===== config.mk =====
export PLATFORM = sky130hd
export DESIGN_NAME = display_mode_scheduler_flat
export DESIGN_NICKNAME = d
export VERILOG_FILES = /design/src/rtl/display_mode_scheduler_if.sv /design/src/rtl/display_mode_scheduler.sv /design/src/flat_wrapper.sv
export SDC_FILE = /design/constraint.sdc
export NUM_CORES = 1
export LEC_CHECK = 0
export ABC_CLOCK_PERIOD_IN_PS = 3450
export BUFFER_PORTS_ARGS = -buffer_cell sky130_fd_sc_hd__buf_2
export CORE_MARGIN = 2
export CORE_UTILIZATION = 38
export DETAILED_ROUTE_END_ITERATION = 16
export SLEW_MARGIN = 20
export SYNTH_ARGS = -nofsm -noshare
export SYNTH_HDL_FRONTEND = slang
export SYNTH_SLANG_ARGS = --single-unit

===== constraint.sdc =====
create_clock -name i_clk -period 3.45 [get_ports i_clk]
set_clock_uncertainty 0.1 [all_clocks]
set_input_delay 0.69 -clock i_clk [delete_from_list [all_inputs] [get_ports i_clk]]
set_output_delay 0.69 -clock i_clk [all_outputs]
set_load 0.05 [all_outputs]

===== src/rtl/display_mode_scheduler_if.sv =====
// rtl/display_mode_scheduler_if.sv - frame-sync scheduler <-> pattern datapath bundle
// Purpose: groups the per-frame sampling inputs and the geometry outputs of
//          display_mode_scheduler into one interface.
// Signals:
//   on_off      [7:0]  mode buttons (level), only [4:0] meaningful
//   rx_data     [7:0]  sound level, unsigned
//   frame_start        one-cycle pulse at the first pixel of each frame
//   mode        [2:0]  0 = blank, 1..5 = pattern
//   active             a pattern is on screen
//   half_w     [11:0]  box half-width
//   half_h     [11:0]  box half-height
//   update             outputs refreshed this cycle
// Modports: master drives the inputs (timing/sensor side), slave is the scheduler.
interface display_mode_scheduler_if;
    logic [7:0]  on_off;
    logic [7:0]  rx_data;
    logic        frame_start;
    logic [2:0]  mode;
    logic        active;
    logic [11:0] half_w;
    logic [11:0] half_h;
    logic        update;

    modport master (
        output on_off, rx_data, frame_start,
        input  mode, active, half_w, half_h, update
    );

    modport slave (
        input  on_off, rx_data, frame_start,
        output mode, active, half_w, half_h, update
    );
endinterface


===== src/rtl/display_mode_scheduler.sv =====
// rtl/display_mode_scheduler.sv - frame-synchronous grow/hold/shrink pattern scheduler
// Purpose: samples buttons and sound level on each frame_start and advances an
//          IDLE/GROW/HOLD/SHRINK animation; geometry changes only once per frame.
// Ports:
//   i_clk   system clock
//   i_rst   synchronous reset, active-high
//   s_if    display_mode_scheduler_if.slave (on_off, rx_data, frame_start in;
//           mode, active, half_w, half_h, update out)
// Optional feature: define AUTO_CYCLE_EN to auto-cycle modes 1..5 every
//          AUTO_FRAMES frames while loud with no button pressed.
module display_mode_scheduler #(
    parameter int H_DISP      = 1280,
    parameter int V_DISP      = 1024,
    parameter int THRESH      = 30,
    parameter int STEP        = 4,
    parameter int AUTO_FRAMES = 120
) (
    input  logic                     i_clk,
    input  logic                     i_rst,
    display_mode_scheduler_if.slave  s_if
);
    localparam logic [11:0] CAP_W    = 12'(H_DISP / 2);
    localparam logic [11:0] CAP_H    = 12'(V_DISP / 2);
    localparam logic [11:0] STEP_V   = 12'(STEP);
    localparam logic [7:0]  THRESH_V = 8'(THRESH);

    if (STEP < 1 || STEP > V_DISP / 2 || AUTO_FRAMES < 1) begin : g_bad_param
        $error("display_mode_scheduler: STEP or AUTO_FRAMES out of range");
    end

    typedef enum logic [1:0] {ST_IDLE, ST_GROW, ST_HOLD, ST_SHRINK} state_t;

    state_t      r_state, w_state_nx;
    logic [2:0]  r_cur, w_cur_nx;
    logic [11:0] r_half_w, r_half_h, w_half_w_nx, w_half_h_nx;
    logic        r_update;

    logic [2:0]  w_req_btn, w_req;
    logic        w_loud, w_go;
    logic [12:0] w_sum_w, w_sum_h;
    logic [11:0] w_grow_w, w_grow_h, w_shrink_w, w_shrink_h;
    logic        w_grow_full, w_shrink_done;
    logic [2:0]  w_unused_on_off;

    assign w_unused_on_off = s_if.on_off[7:5];
    assign w_loud          = (s_if.rx_data > THRESH_V);

    // Lowest set button wins.
    always_comb begin
        w_req_btn = 3'd0;
        if      (s_if.on_off[0]) w_req_btn = 3'd1;
        else if (s_if.on_off[1]) w_req_btn = 3'd2;
        else if (s_if.on_off[2]) w_req_btn = 3'd3;
        else if (s_if.on_off[3]) w_req_btn = 3'd4;
        else if (s_if.on_off[4]) w_req_btn = 3'd5;
    end

`ifdef AUTO_CYCLE_EN
    localparam int CNT_W = (AUTO_FRAMES > 1) ? $clog2(AUTO_FRAMES) : 1;
    localparam logic [CNT_W-1:0] CNT_LAST = CNT_W'(AUTO_FRAMES - 1);

    logic [2:0]       r_auto_mode, w_auto_next;
    logic [CNT_W-1:0] r_frame_cnt, w_frame_cnt_nx;
    logic             w_use_auto, w_run, w_adv;

    assign w_use_auto  = w_loud && (w_req_btn == 3'd0);
    assign w_run       = (r_state == ST_GROW) || (r_state == ST_HOLD);
    assign w_adv       = w_use_auto && w_run && (r_frame_cnt == CNT_LAST);
    assign w_auto_next = (r_auto_mode == 3'd5) ? 3'd1 : r_auto_mode + 3'd1;
    // An advance presents the new auto mode as req, so the FSM sees a mode change.
    assign w_req       = w_use_auto ? (w_adv ? w_auto_next : r_auto_mode) : w_req_btn;

    // Counting continues only while auto mode is steering an unchanged pattern;
    // a restart (cur changes), button press, SHRINK or IDLE all clear it.
    always_comb begin
        w_frame_cnt_nx = r_frame_cnt;
        if (s_if.frame_start) begin
            if (w_use_auto && w_run && !w_adv && (w_cur_nx == r_cur))
                w_frame_cnt_nx = r_frame_cnt + 1'b1;
            else
                w_frame_cnt_nx = '0;
        end
    end

    always_ff @(posedge i_clk) begin
        if (i_rst) begin
            r_auto_mode <= 3'd1;
            r_frame_cnt <= '0;
        end else begin
            r_frame_cnt <= w_frame_cnt_nx;
            if (s_if.frame_start && w_adv)
                r_auto_mode <= w_auto_next;
        end
    end
`else
    assign w_req = w_req_btn;
`endif

    assign w_go = w_loud && (w_req != 3'd0);

    // Saturating steps; 13-bit sum so the cap test cannot be fooled by a wrap.
    assign w_sum_w       = {1'b0, r_half_w} + {1'b0, STEP_V};
    assign w_sum_h       = {1'b0, r_half_h} + {1'b0, STEP_V};
    assign w_grow_w      = (w_sum_w >= {1'b0, CAP_W}) ? CAP_W : w_sum_w[11:0];
    assign w_grow_h      = (w_sum_h >= {1'b0, CAP_H}) ? CAP_H : w_sum_h[11:0];
    assign w_shrink_w    = (r_half_w > STEP_V) ? (r_half_w - STEP_V) : 12'd0;
    assign w_shrink_h    = (r_half_h > STEP_V) ? (r_half_h - STEP_V) : 12'd0;
    assign w_grow_full   = (w_grow_w == CAP_W) && (w_grow_h == CAP_H);
    assign w_shrink_done = (w_shrink_w == 12'd0) && (w_shrink_h == 12'd0);

    always_comb begin
        w_state_nx  = r_state;
        w_cur_nx    = r_cur;
        w_half_w_nx = r_half_w;
        w_half_h_nx = r_half_h;
        if (s_if.frame_start) begin
            if (r_state == ST_IDLE) begin
                if (w_go) begin
                    w_state_nx  = ST_GROW;
                    w_cur_nx    = w_req;
                    w_half_w_nx = STEP_V;
                    w_half_h_nx = STEP_V;
                end
            end else if (!w_go) begin
                // Shrink step; reaching 0/0 blanks in this same update.
                w_half_w_nx = w_shrink_w;
                w_half_h_nx = w_shrink_h;
                w_state_nx  = w_shrink_done ? ST_IDLE : ST_SHRINK;
                if (w_shrink_done)
                    w_cur_nx = 3'd0;
            end else if (w_req != r_cur) begin
                w_state_nx  = ST_GROW;
                w_cur_nx    = w_req;
                w_half_w_nx = STEP_V;
                w_half_h_nx = STEP_V;
            end else if (r_state != ST_HOLD) begin
                // GROW continues, SHRINK resumes growing from its current size.
                w_half_w_nx = w_grow_w;
                w_half_h_nx = w_grow_h;
                w_state_nx  = w_grow_full ? ST_HOLD : ST_GROW;
            end
        end
    end

    always_ff @(posedge i_clk) begin
        if (i_rst) begin
            r_state  <= ST_IDLE;
            r_cur    <= 3'd0;
            r_half_w <= 12'd0;
            r_half_h <= 12'd0;
            r_update <= 1'b0;
        end else begin
            r_state  <= w_state_nx;
            r_cur    <= w_cur_nx;
            r_half_w <= w_half_w_nx;
            r_half_h <= w_half_h_nx;
            r_update <= s_if.frame_start;
        end
    end

    assign s_if.active = (r_state != ST_IDLE);
    assign s_if.mode   = (r_state != ST_IDLE) ? r_cur : 3'd0;
    assign s_if.half_w = r_half_w;
    assign s_if.half_h = r_half_h;
    assign s_if.update = r_update;
endmodule

===== src/flat_wrapper.sv =====
// flat-port wrapper written by rule: the top's interface ports become plain ports
module display_mode_scheduler_flat 
#(
    parameter int H_DISP      = 1280,
    parameter int V_DISP      = 1024,
    parameter int THRESH      = 30,
    parameter int STEP        = 4,
    parameter int AUTO_FRAMES = 120
)
  (i_clk, i_rst, s_if_on_off, s_if_rx_data, s_if_frame_start, s_if_mode, s_if_active, s_if_half_w, s_if_half_h, s_if_update);
  display_mode_scheduler_if s_if_i ();
  input  logic i_clk;
  input  logic i_rst;
  input wire logic [$bits(s_if_i.on_off)-1:0] s_if_on_off;
  input wire logic [$bits(s_if_i.rx_data)-1:0] s_if_rx_data;
  input wire logic [$bits(s_if_i.frame_start)-1:0] s_if_frame_start;
  output wire logic [$bits(s_if_i.mode)-1:0] s_if_mode;
  output wire logic [$bits(s_if_i.active)-1:0] s_if_active;
  output wire logic [$bits(s_if_i.half_w)-1:0] s_if_half_w;
  output wire logic [$bits(s_if_i.half_h)-1:0] s_if_half_h;
  output wire logic [$bits(s_if_i.update)-1:0] s_if_update;
  assign s_if_i.on_off = s_if_on_off;
  assign s_if_i.rx_data = s_if_rx_data;
  assign s_if_i.frame_start = s_if_frame_start;
  assign s_if_mode = s_if_i.mode;
  assign s_if_active = s_if_i.active;
  assign s_if_half_w = s_if_i.half_w;
  assign s_if_half_h = s_if_i.half_h;
  assign s_if_update = s_if_i.update;
  display_mode_scheduler #(.H_DISP(H_DISP), .V_DISP(V_DISP), .THRESH(THRESH), .STEP(STEP), .AUTO_FRAMES(AUTO_FRAMES)) u_core (.i_clk(i_clk), .i_rst(i_rst), .s_if(s_if_i));
endmodule

==> results.py, run 1 <==
metrics = {
    "outcome": {
        "run_status": "completed",
    },
    "place": {
        "place_area_um2": 2850,
        "buffer_ports.inserted": 44,
        "hpwlAfterDp_um": 5450,
        "placed_cells": 459,
        "place.gp.congestion": 0.868,
    },
    "grt": {
        "grt-ovfl-total": 0,
        "grt_start_max_net_pins": 23,
        "grt_use_met1_pct": 29.8,
        "antenna_found_initial": 0,
        "global_route.usage.met2_pct": 32.4,
        "grt_pass1_wl_um": 12600,
        "grt_most_used_layer": "met2",
        "gr-usage-all-layers_pct": 20.8,
        "vias_in_the_first_global_route": 2545,
        "grt_util_met3_pct": 3.56,
    },
    "floorplan": {
        "die_w_um": 86.1,
        "start_util_pct": 39.9,
        "die_y_um": 86.1,
        "io_pins": 48,
        "die-area_um2": 7410,
        "rows": 29,
        "core_outline_area_um2": 6420,
    },
    "route": {
        "finalWirelength_um": 7500,
        "drt.antenna.violating_nets": 0,
        "drcViolationCount": 0,
        "drt_iter0_drc": 164,
        "firstDrtPassIters": 4,
        "vias_per_cell": 6.00,
        "via_count": 2803,
        "routedWlPerCell_um": 16.1,
    },
    "yosys": {
        "post_synth_mux_area_share_pct": 0.830,
        "synthCells": 354,
        "post_synth_xor_area_fraction_pct": 2.74,
        "post_synth_and_or_nand_nor_area_fraction_pct": 32.7,
        "post_synth_most_frequent_cells": "32 x sky130_fd_sc_hd__nor2_1, 30 x sky130_fd_sc_hd__dfxtp_1, 29 x sky130_fd_sc_hd__o21ai_0",
        "synth_compound_area_share_pct": 30.6,
        "number_of_flops_mapped_to_enable_cells_by_yosys": 0,
        "post-synth-top-count-cell": "sky130_fd_sc_hd__nor2_1",
        "synth-async-reset-ratio_pct": 0,
        "synth.cell_area_um2": 2560,
        "synth_top_family_by_area": "simple AND/OR/NAND/NOR gates",
        "yosys_warnings": 0,
        "yosys_register_bits": 30,
        "primary_flip_flop_cell_chosen_by_synthesis_mapping": "sky130_fd_sc_hd__dfxtp_1",
        "synthAdderAreaFrac_pct": 2.93,
        "post-synth-top-area-fraction_pct": 23.4,
        "ys_seq_area_share_pct": 23.4,
        "per_instance_average_area_after_synthesis_um2": 7.24,
        "ys_types": 69,
        "ys_top_cells_by_area": "sky130_fd_sc_hd__dfxtp_1 23%, sky130_fd_sc_hd__o21ai_0 5.7%, sky130_fd_sc_hd__a21oi_1 4.9%",
        "synthesis.nets": 379,
        "yosysTopAreaCell": "sky130_fd_sc_hd__dfxtp_1",
    },
    "critical_path": {
        "critical_path.cell_chain": "inv_1, ha_1, or3b_2, a21oi_1, o32a_1, o31ai_4, a41oi_2, or4_1, nand3_1",
        "path_delay_family": "compound AO/OA/AOI/OAI gates",
        "worstPathMaxFanout": 12,
        "slowest_delay_ns": 0.56,
        "critical-path-slowest-cell": "sky130_fd_sc_hd__dfxtp_1",
        "crit_path_end_kind": "flip-flop",
        "critical_path_source_type": "flip-flop",
        "timing.setup.critical_path_class": "flip-flop to flip-flop",
        "critPathArrivalTime_ns": 2.98,
        "reg2reg_setup_slack_ns": 0.58,
        "path_buf_inv": 1,
        "cp.required_ns": 3.57,
    },
    "timing": {
        "total_count_of_max_transition_violations_in_the_final_report": 0,
        "grt_setup_unrepaired": "no",
        "worst_slew_margin_rel_pct": 54.5,
        "finalHoldViolCount": 0,
        "report.final.setup_viol": 0,
        "max_slew.worst_pin.slew_ns": 0.677,
        "highest_clock_rate_mhz": 349,
        "crit_share_post_route_pct": 83.1,
        "setup_tns_ns": 0,
        "post-route-min-period_ns": 2.87,
    },
    "cells_and_area": {
        "filler_cell_count": 675,
        "final_cell_area_um2": 2940,
        "insertedDiodeCount": 0,
        "post_route_cells_drive_above_1_share_pct": 19.5,
        "number_of_cells_in_the_finished_layout_apart_from_fillers": 467,
        "multi_input_comb_area_um2": 1790,
        "finish.net_count": 414,
        "syn_to_layout_area_delta_pct": 14.9,
        "register_area_um2": 601,
    },
    "cts": {
        "holdBufCountCts": 0,
        "numClockSinks": 30,
        "clock_tree.root_cell": "sky130_fd_sc_hd__clkbuf_8",
        "cts.htree.levels": 2,
        "cts-root-to-sink-buffers": 2,
        "tritoncts": "done",
        "post_cts_resize_count": 0,
        "cts_buffer_count": 5,
        "clk_pin_slew_worst_paths_ns": 0.07,
        "post-cts-setup-buffers": 0,
        "clock_latency_ns": 0.28,
    },
    "pwr": {
        "netSwitchingFraction_pct": 34.7,
        "share_seq_of_total_power_pct": 40.2,
        "power.leakage_nw": 1.11,
        "switching_power_mw": 0.322,
        "power-per-cell-area_nw_per_um2": 316,
        "pwr-share-comb_pct": 28.0,
        "max-vdd-ir-drop_uv": 158,
        "clock_network_fraction_of_total_power_pct": 31.8,
        "cell_internal_pwr_mw": 0.606,
        "report.power.total_mw": 0.929,
    },
    "run": {
        "maxCapViolations": 0,
    },
    "worst_hold_path": {
        "worstHoldPathType": "flip-flop to flip-flop",
    },
}
## through the flow
stage	hold WS [ns]	setup slack, ns	util [%]
6_report	0.412	0.584	45.8
2_1_floorplan	0.372	0.438	-
5_1_grt	0.435	0.394	45.8
4_1_cts	0.414	0.587	45.8
3_3_place_gp	0.403	0.410	44.4
3_5_place_dp	0.404	0.475	44.4
## logic make-up (layout without fill, tap and decap cells)
logic type / Yosys count / in the layout
xor gates and xnor gates: 8 / 8
AOI/OAI and AO/OA: 109 / 109
DFF: 30 / 30
muxes: 2 / 2
adders and majority gates: 6 / 6
and+or+nand+nor: 157 / 157
buffers and inverters: 42 / 78
## registers in the layout, indices dropped and copies added, names as in the netlist
name                cells
u_core.s_if.update      1
u_core.r_cur            3
u_core.s_if.half_h     12
u_core.r_state          2
u_core.s_if.half_w     12
## worst paths after layout
path,startpoint,end,depth (start not counted)
worst max-delay path,u_core.s_if.half_w[3],u_core.r_cur[0],9
worst max register to register,u_core.s_if.half_w[3],u_core.r_cur[0],9
worst min-delay path,u_core.s_if.half_h[0],u_core.s_if.half_h[0],1
worst min register to register,u_core.s_if.half_h[0],u_core.s_if.half_h[0],1
## power by group through the flow
stage	combinational, mW	sequential (mW)	clock (mW)
finish	0.260	0.373	0.296
global route	0.286	0.375	0.326
CTS	0.259	0.373	0.305
detailed placement	0.257	0.381	0
global placement	0.257	0.380	0
floorplan	0.177	0.389	0
## metal layers
metal,part of all wire [%],routed length (um)
met1,48,3630
met2,47,3490
met3,4.1,306
met4,0.89,67
met5,0,0
## layout make-up
cell class	count	share of cell area [%]
well taps	77	3.28
inverters	13	1.66
clock buffers	7	2.93
clock inverters	1	0.170
multi-input cells	282	60.7
repair buffers	57	10.8
flip-flops and latches	30	20.4
## placed cells by master (no fill, tap or decap), types with 10 or more instances in the layout
cell                      netlist  routed
sky130_fd_sc_hd__buf_2          7      44
sky130_fd_sc_hd__nor2_1        32      32
sky130_fd_sc_hd__dfxtp_1       30      30
sky130_fd_sc_hd__o21ai_0       29      29
sky130_fd_sc_hd__a21oi_1       25      25
sky130_fd_sc_hd__nand2_1       24      24
sky130_fd_sc_hd__nand3_1       18      18
sky130_fd_sc_hd__nor3_1        15      15
sky130_fd_sc_hd__buf_4          0      13
sky130_fd_sc_hd__inv_1         12      12
sky130_fd_sc_hd__nand4_1       10      10
Power figures use the tool's default switching activity.
==> run 2: changes to the inputs <==
ABC_AREA = 1   (was unset)
ABC_CLOCK_PERIOD_IN_PS = 2490   (was 3450)
clock period = 2.49 ns   (was 3.45 ns; I/O delays follow)
==> results.py, run 2 <==
metrics = {
    "outcome": {
        "run_status": "completed",
    },
    "critical_path": {
        "critPathArrivalTime_ns": 2.27,
        "worstPathMaxFanout": 10,
        "slowest_delay_ns": 0.39,
        "critical-path-slowest-cell": "sky130_fd_sc_hd__dfxtp_1",
        "timing.setup.critical_path_class": "flip-flop to flip-flop",
        "r2r-start": "u_core.s_if.half_h[2]",
        "critical_path.cell_chain": "inv_1, ha_1, nand3_2, nand2_1, nand2_2, nand2_1, nand2_1, nor2_1, nand2_1, nor2_1, nand3_2, nand2_4, nand3_1, nand2_1, nor2_1",
        "critical_path.most_common_cell": "sky130_fd_sc_hd__nand2_1",
        "critical_path_source_type": "flip-flop",
        "cp.required_ns": 2.57,
        "crit_path_end_kind": "flip-flop",
        "crit_start": "u_core.s_if.half_h[2]",
    },
    "timing": {
        "post-route-min-period_ns": 2.20,
        "crit_share_post_route_pct": 88.3,
        "finalHoldViolCount": 0,
        "grt_setup_unrepaired": "no",
        "max_slew.worst_pin.slew_ns": 0.399,
        "report.final.setup_viol": 0,
        "highest_clock_rate_mhz": 455,
        "total_count_of_max_transition_violations_in_the_final_report": 0,
        "worst_slew_margin_rel_pct": 73.4,
        "setup_tns_ns": 0,
        "final_critical_path_setup_slack_ns": 0.292,
    },
    "cells_and_area": {
        "register_area_um2": 602,
        "final_common_cell": "sky130_fd_sc_hd__nand2_1",
        "finish.net_count": 500,
        "post-route-util_pct": 44.9,
        "number_of_cells_in_the_finished_layout_apart_from_fillers": 572,
        "layout_common_cells": "111 x sky130_fd_sc_hd__nand2_1, 51 x sky130_fd_sc_hd__nor2_1, 44 x sky130_fd_sc_hd__buf_2, 42 x sky130_fd_sc_hd__inv_1, 42 x sky130_fd_sc_hd__nand3_1",
        "post_route_cells_drive_above_1_share_pct": 20.2,
        "filler_cell_count": 730,
        "syn_to_layout_area_delta_pct": 14.8,
        "insertedDiodeCount": 0,
        "multi_input_comb_area_um2": 1770,
    },
    "yosys": {
        "synth.cell_area_um2": 2660,
        "yosys_warnings": 0,
        "ys_seq_area_share_pct": 22.6,
        "synthesis.nets": 454,
        "primary_flip_flop_cell_chosen_by_synthesis_mapping": "sky130_fd_sc_hd__dfxtp_1",
        "per_instance_average_area_after_synthesis_um2": 6.19,
        "post-synth-top-area-fraction_pct": 22.6,
        "post-synth-top-count-cell": "sky130_fd_sc_hd__nand2_1",
        "post_synth_most_frequent_cells": "111 x sky130_fd_sc_hd__nand2_1, 51 x sky130_fd_sc_hd__nor2_1, 43 x sky130_fd_sc_hd__nand3_1",
        "synth-async-reset-ratio_pct": 0,
        "synthCells": 429,
        "yosysTopAreaCell": "sky130_fd_sc_hd__dfxtp_1",
        "number_of_flops_mapped_to_enable_cells_by_yosys": 0,
        "ys_types": 37,
        "yosys_register_bits": 30,
        "ys_top_cells_by_area": "sky130_fd_sc_hd__dfxtp_1 23%, sky130_fd_sc_hd__nand2_1 16%, sky130_fd_sc_hd__nand3_1 8.1%",
    },
    "cts": {
        "clock_tree.root_cell": "sky130_fd_sc_hd__clkbuf_8",
        "clk_pin_slew_worst_paths_ns": 0.07,
        "tritoncts": "done",
        "cts_buffer_count": 5,
        "numClockSinks": 30,
        "cts-root-to-sink-buffers": 2,
        "clock_latency_ns": 0.29,
        "cts.htree.levels": 2,
    },
    "route": {
        "drt.antenna.violating_nets": 0,
        "finalWirelength_um": 7050,
        "drcViolationCount": 0,
        "routedWlPerCell_um": 12.3,
        "firstDrtPassIters": 5,
        "vias_per_cell": 4.95,
        "drt_iter0_drc": 152,
        "via_count": 2830,
    },
    "place": {
        "place.gp.congestion": 0.917,
        "placed_cells": 564,
        "hpwlAfterDp_um": 5280,
        "worst_setup_timing_slack_at_the_placement_stage_ns": 0.119,
        "buffer_ports.inserted": 44,
    },
    "grt": {
        "grt-ovfl-total": 0,
        "gr-usage-all-layers_pct": 19.1,
        "grt_start_max_net_pins": 22,
        "grt_pass1_wl_um": 11600,
        "vias_in_the_first_global_route": 2467,
        "antenna_found_initial": 0,
    },
    "floorplan": {
        "die_w_um": 87.6,
        "die-area_um2": 7670,
        "die_y_um": 87.6,
        "io_pins": 48,
        "rows": 30,
        "core_outline_area_um2": 6790,
        "start_util_pct": 39.1,
    },
    "run": {
        "maxCapViolations": 0,
    },
    "pwr": {
        "power-per-cell-area_nw_per_um2": 456,
        "max-vdd-ir-drop_uv": 240,
        "power.leakage_nw": 1.49,
        "report.power.total_mw": 1.39,
    },
    "worst_hold_path": {
        "hp_start": "s_if_frame_start",
        "worstHoldPathType": "input port to flip-flop",
    },
}
[run 2: cell count changes after synthesis, moves of 8 or more]
cell,delta
sky130_fd_sc_hd__nor3b_1,-9
sky130_fd_sc_hd__nor4_1,-8
sky130_fd_sc_hd__clkbuf_1,-17
sky130_fd_sc_hd__nor2_1,+19
sky130_fd_sc_hd__xor2_1,+9
sky130_fd_sc_hd__inv_1,+30
sky130_fd_sc_hd__nand3_1,+25
sky130_fd_sc_hd__nand2_1,+87
sky130_fd_sc_hd__and2_1,-8
sky130_fd_sc_hd__nor3_1,-10
sky130_fd_sc_hd__o21ai_0,-8
[run 2: critical path, delay by kind of cell, from the launching register on]
kind | cells | cell delay, ns
fa+ha+maj | 1 | 0.23
buf+inv | 1 | 0.10
simple gates | 13 | 1.26
flops | 1 | 0.39
[run 2: final timing paths]
check / end / slack, ns / cells past startpoint
max: u_core.r_cur[1] / 0.29 / 15
min: u_core.s_if.update / 0.38 / 3
max reg2reg: u_core.r_cur[1] / 0.29 / 15
min reg2reg: u_core.s_if.half_h[1] / 0.39 / 2
[run 2: routing by layer]
layer  routed length, um  vias up  global-route usage (%)
met1                3390     1246                    26.7
met4                  87        0                    4.76
met2                3210       76                    30.6
met5                   0        -                       0
li1                    -     1498                       -
met3                 358       10                    3.11
[run 2: logic make-up (layout without fill, tap and decap cells)]
group / after synthesis / count (layout) / synth area share [%]
flops: 30 / 30 / 22.6
xor+xnor: 12 / 12 / 3.96
fa+ha+maj: 6 / 6 / 2.83
buf+inv: 62 / 109 / 11.0
compound gates: 72 / 72 / 16.2
simple gates: 247 / 247 / 43.4
[run 2: what timing repair did]
item                       4_1_cts  5_1_grt
buffers inserted                 0        0
hold buffers                     0        0
setup endpoints to repair        0        5
resized for setup                0        2
[run 2: area by class of cell]
class,instances,share of cell area [%]
multi-input combinational,337,58.0
sequential,30,19.7
timing repair buffer,53,9.44
inverter,48,5.91
tap,96,3.94
clock buffer,7,2.83
clock inverter,1,0.164
[run 2: metrics by stage]
step           hold WS [ns]  instance area, um^2
3_3_place_gp          0.379                 2950
6_report              0.382                 3050
5_1_grt               0.379                 3050
4_1_cts               0.380                 3040
2_1_floorplan         0.367                 2660
3_5_place_dp          0.376                 2950
[run 2: report_power, final]
group	switching [mW]	total, mW	internal (mW)
clock	0.201	0.424	0.223
sequential	0.0217	0.518	0.496
combinational	0.310	0.449	0.139
==> run 3: changes to the inputs <==
BUFFER_PORTS_ARGS = -buffer_cell sky130_fd_sc_hd__clkbuf_2   (was -buffer_cell sky130_fd_sc_hd__buf_2)
CORE_ASPECT_RATIO = 1.5   (was unset)
SETUP_SLACK_MARGIN = 0.5   (was unset)
==> results.py, run 3 (synthesis results as in run 2) <==
metrics = {
    "route": {
        "firstDrtPassIters": 4,
        "routedWlPerCell_um": 14.4,
        "drcViolationCount": 0,
        "finalWirelength_um": 8470,
        "vias_per_cell": 5.33,
        "drt.antenna.violating_nets": 0,
        "via_count": 3146,
        "drt_iter0_drc": 151,
    },
    "pwr": {
        "power-per-cell-area_nw_per_um2": 421,
        "power.leakage_nw": 1.74,
        "max-vdd-ir-drop_uv": 220,
        "report.power.total_mw": 1.54,
    },
    "cts": {
        "tritoncts": "done",
        "cts_buffer_count": 5,
        "cts.htree.levels": 2,
        "holdBufCountCts": 0,
        "cts-root-to-sink-buffers": 2,
        "numClockSinks": 30,
        "clk_pin_slew_worst_paths_ns": 0.07,
        "clock_latency_ns": 0.29,
        "clock_tree.root_cell": "sky130_fd_sc_hd__clkbuf_8",
    },
    "cells_and_area": {
        "final_common_cell": "sky130_fd_sc_hd__nand2_1",
        "layout_common_cells": "103 x sky130_fd_sc_hd__nand2_1, 46 x sky130_fd_sc_hd__clkbuf_2, 40 x sky130_fd_sc_hd__nor2_1, 39 x sky130_fd_sc_hd__buf_4, 35 x sky130_fd_sc_hd__inv_1",
        "insertedDiodeCount": 0,
        "finish.net_count": 536,
        "filler_cell_count": 677,
        "register_area_um2": 642,
        "syn_to_layout_area_delta_pct": 38.1,
        "post_route_cells_drive_above_1_share_pct": 38.3,
        "multi_input_comb_area_um2": 2050,
        "post-route-util_pct": 53.9,
        "number_of_cells_in_the_finished_layout_apart_from_fillers": 590,
    },
    "timing": {
        "max_slew.worst_pin.slew_ns": 0.347,
        "worst_slew_margin_rel_pct": 76.8,
        "grt_setup_unrepaired": "yes",
        "highest_clock_rate_mhz": 486,
        "report.final.setup_viol": 0,
        "setup_tns_ns": 0,
        "total_count_of_max_transition_violations_in_the_final_report": 0,
        "final_critical_path_setup_slack_ns": 0.433,
        "crit_share_post_route_pct": 82.6,
        "finalHoldViolCount": 0,
        "post-route-min-period_ns": 2.06,
    },
    "floorplan": {
        "die_w_um": 72.3,
        "die-area_um2": 7690,
        "rows": 37,
        "die_y_um": 106,
        "io_pins": 48,
        "start_util_pct": 39.0,
        "core_outline_area_um2": 6810,
    },
    "critical_path": {
        "critPathArrivalTime_ns": 2.13,
        "cp.required_ns": 2.56,
        "crit_path_end_kind": "flip-flop",
        "critical-path-slowest-cell": "sky130_fd_sc_hd__dfxtp_4",
        "path_delay_family": "simple AND/OR/NAND/NOR gates",
        "timing.setup.critical_path_class": "flip-flop to flip-flop",
        "worstPathMaxFanout": 6,
        "critical_path_source_type": "flip-flop",
        "critical_path.cell_chain": "inv_4, ha_2, nand3_2, nand2_4, nand2_4, o21ai_1, nand2_1, inv_1, nand2_1, nor2_2, nand3_2, buf_4, nand4_1, a21oi_1",
        "path_buf_inv": 3,
        "slowest_delay_ns": 0.39,
    },
    "grt": {
        "antenna_found_initial": 0,
        "grt_start_max_net_pins": 20,
        "gr-usage-all-layers_pct": 21.1,
        "vias_in_the_first_global_route": 2860,
        "grt-ovfl-total": 0,
        "grt_pass1_wl_um": 13100,
    },
    "place": {
        "worst_setup_timing_slack_at_the_placement_stage_ns": 0.205,
        "placed_cells": 543,
        "place.gp.congestion": 0.858,
        "hpwlAfterDp_um": 5610,
        "buffer_ports.inserted": 44,
    },
    "worst_hold_path": {
        "worstHoldPathType": "input port to flip-flop",
    },
    "outcome": {
        "run_status": "completed",
    },
    "run": {
        "maxCapViolations": 0,
    },
}
-- run 3: report_power, final --
part | leakage (nW) | switching, mW | internal, mW | total [mW]
registers | 0.255 | 0.0259 | 0.491 | 0.517
logic | 1.43 | 0.384 | 0.228 | 0.611
clock network | 0.0482 | 0.191 | 0.223 | 0.414
-- run 3: layer usage --
layer  share of wire [%]  vias up  routed length, um  GRT usage (%)
met5                   0        -                  0              0
met4                 3.5        0                297           8.89
met3                 3.4       26                291           3.32
met2                  54       78               4590           38.8
met1                  39     1471               3300           23.3
li1                    -     1571                  -              -
-- run 3: worst paths after layout --
check	from	endpoint	slack [ns]	cells after the start
max reg2reg	u_core.s_if.half_w[3]	u_core.r_state[1]	0.43	14
max	u_core.s_if.half_w[3]	u_core.r_state[1]	0.43	14
min reg2reg	u_core.s_if.half_h[1]	u_core.s_if.half_h[1]	0.39	2
min	i_rst	u_core.s_if.half_w[5]	0.36	2
-- run 3: cell type report --
type | instances | share of cell area, %
Inverter | 48 | 5.60
Clock buffer | 7 | 2.35
Tap cell | 78 | 2.66
Multi-Input combinational cell | 338 | 55.9
Clock inverter | 1 | 0.136
Timing Repair Buffer | 88 | 15.9
Sequential cell | 30 | 17.5
-- run 3: repair_timing --
action | in CTS | in global routing
resized for setup | 29 | 52
setup buffers | 12 | 26
pin swaps | 9 | 24
cloned | 0 | 1
setup endpoints to repair | 14 | 28
-- run 3: through the flow --
step	hold slack, ns	instance area [um^2]
after floorplan	0.367	2700
after global placement	0.380	2960
after detailed placement	0.376	2960
after CTS	0.360	3280
after global routing	0.370	3670
final	0.358	3670
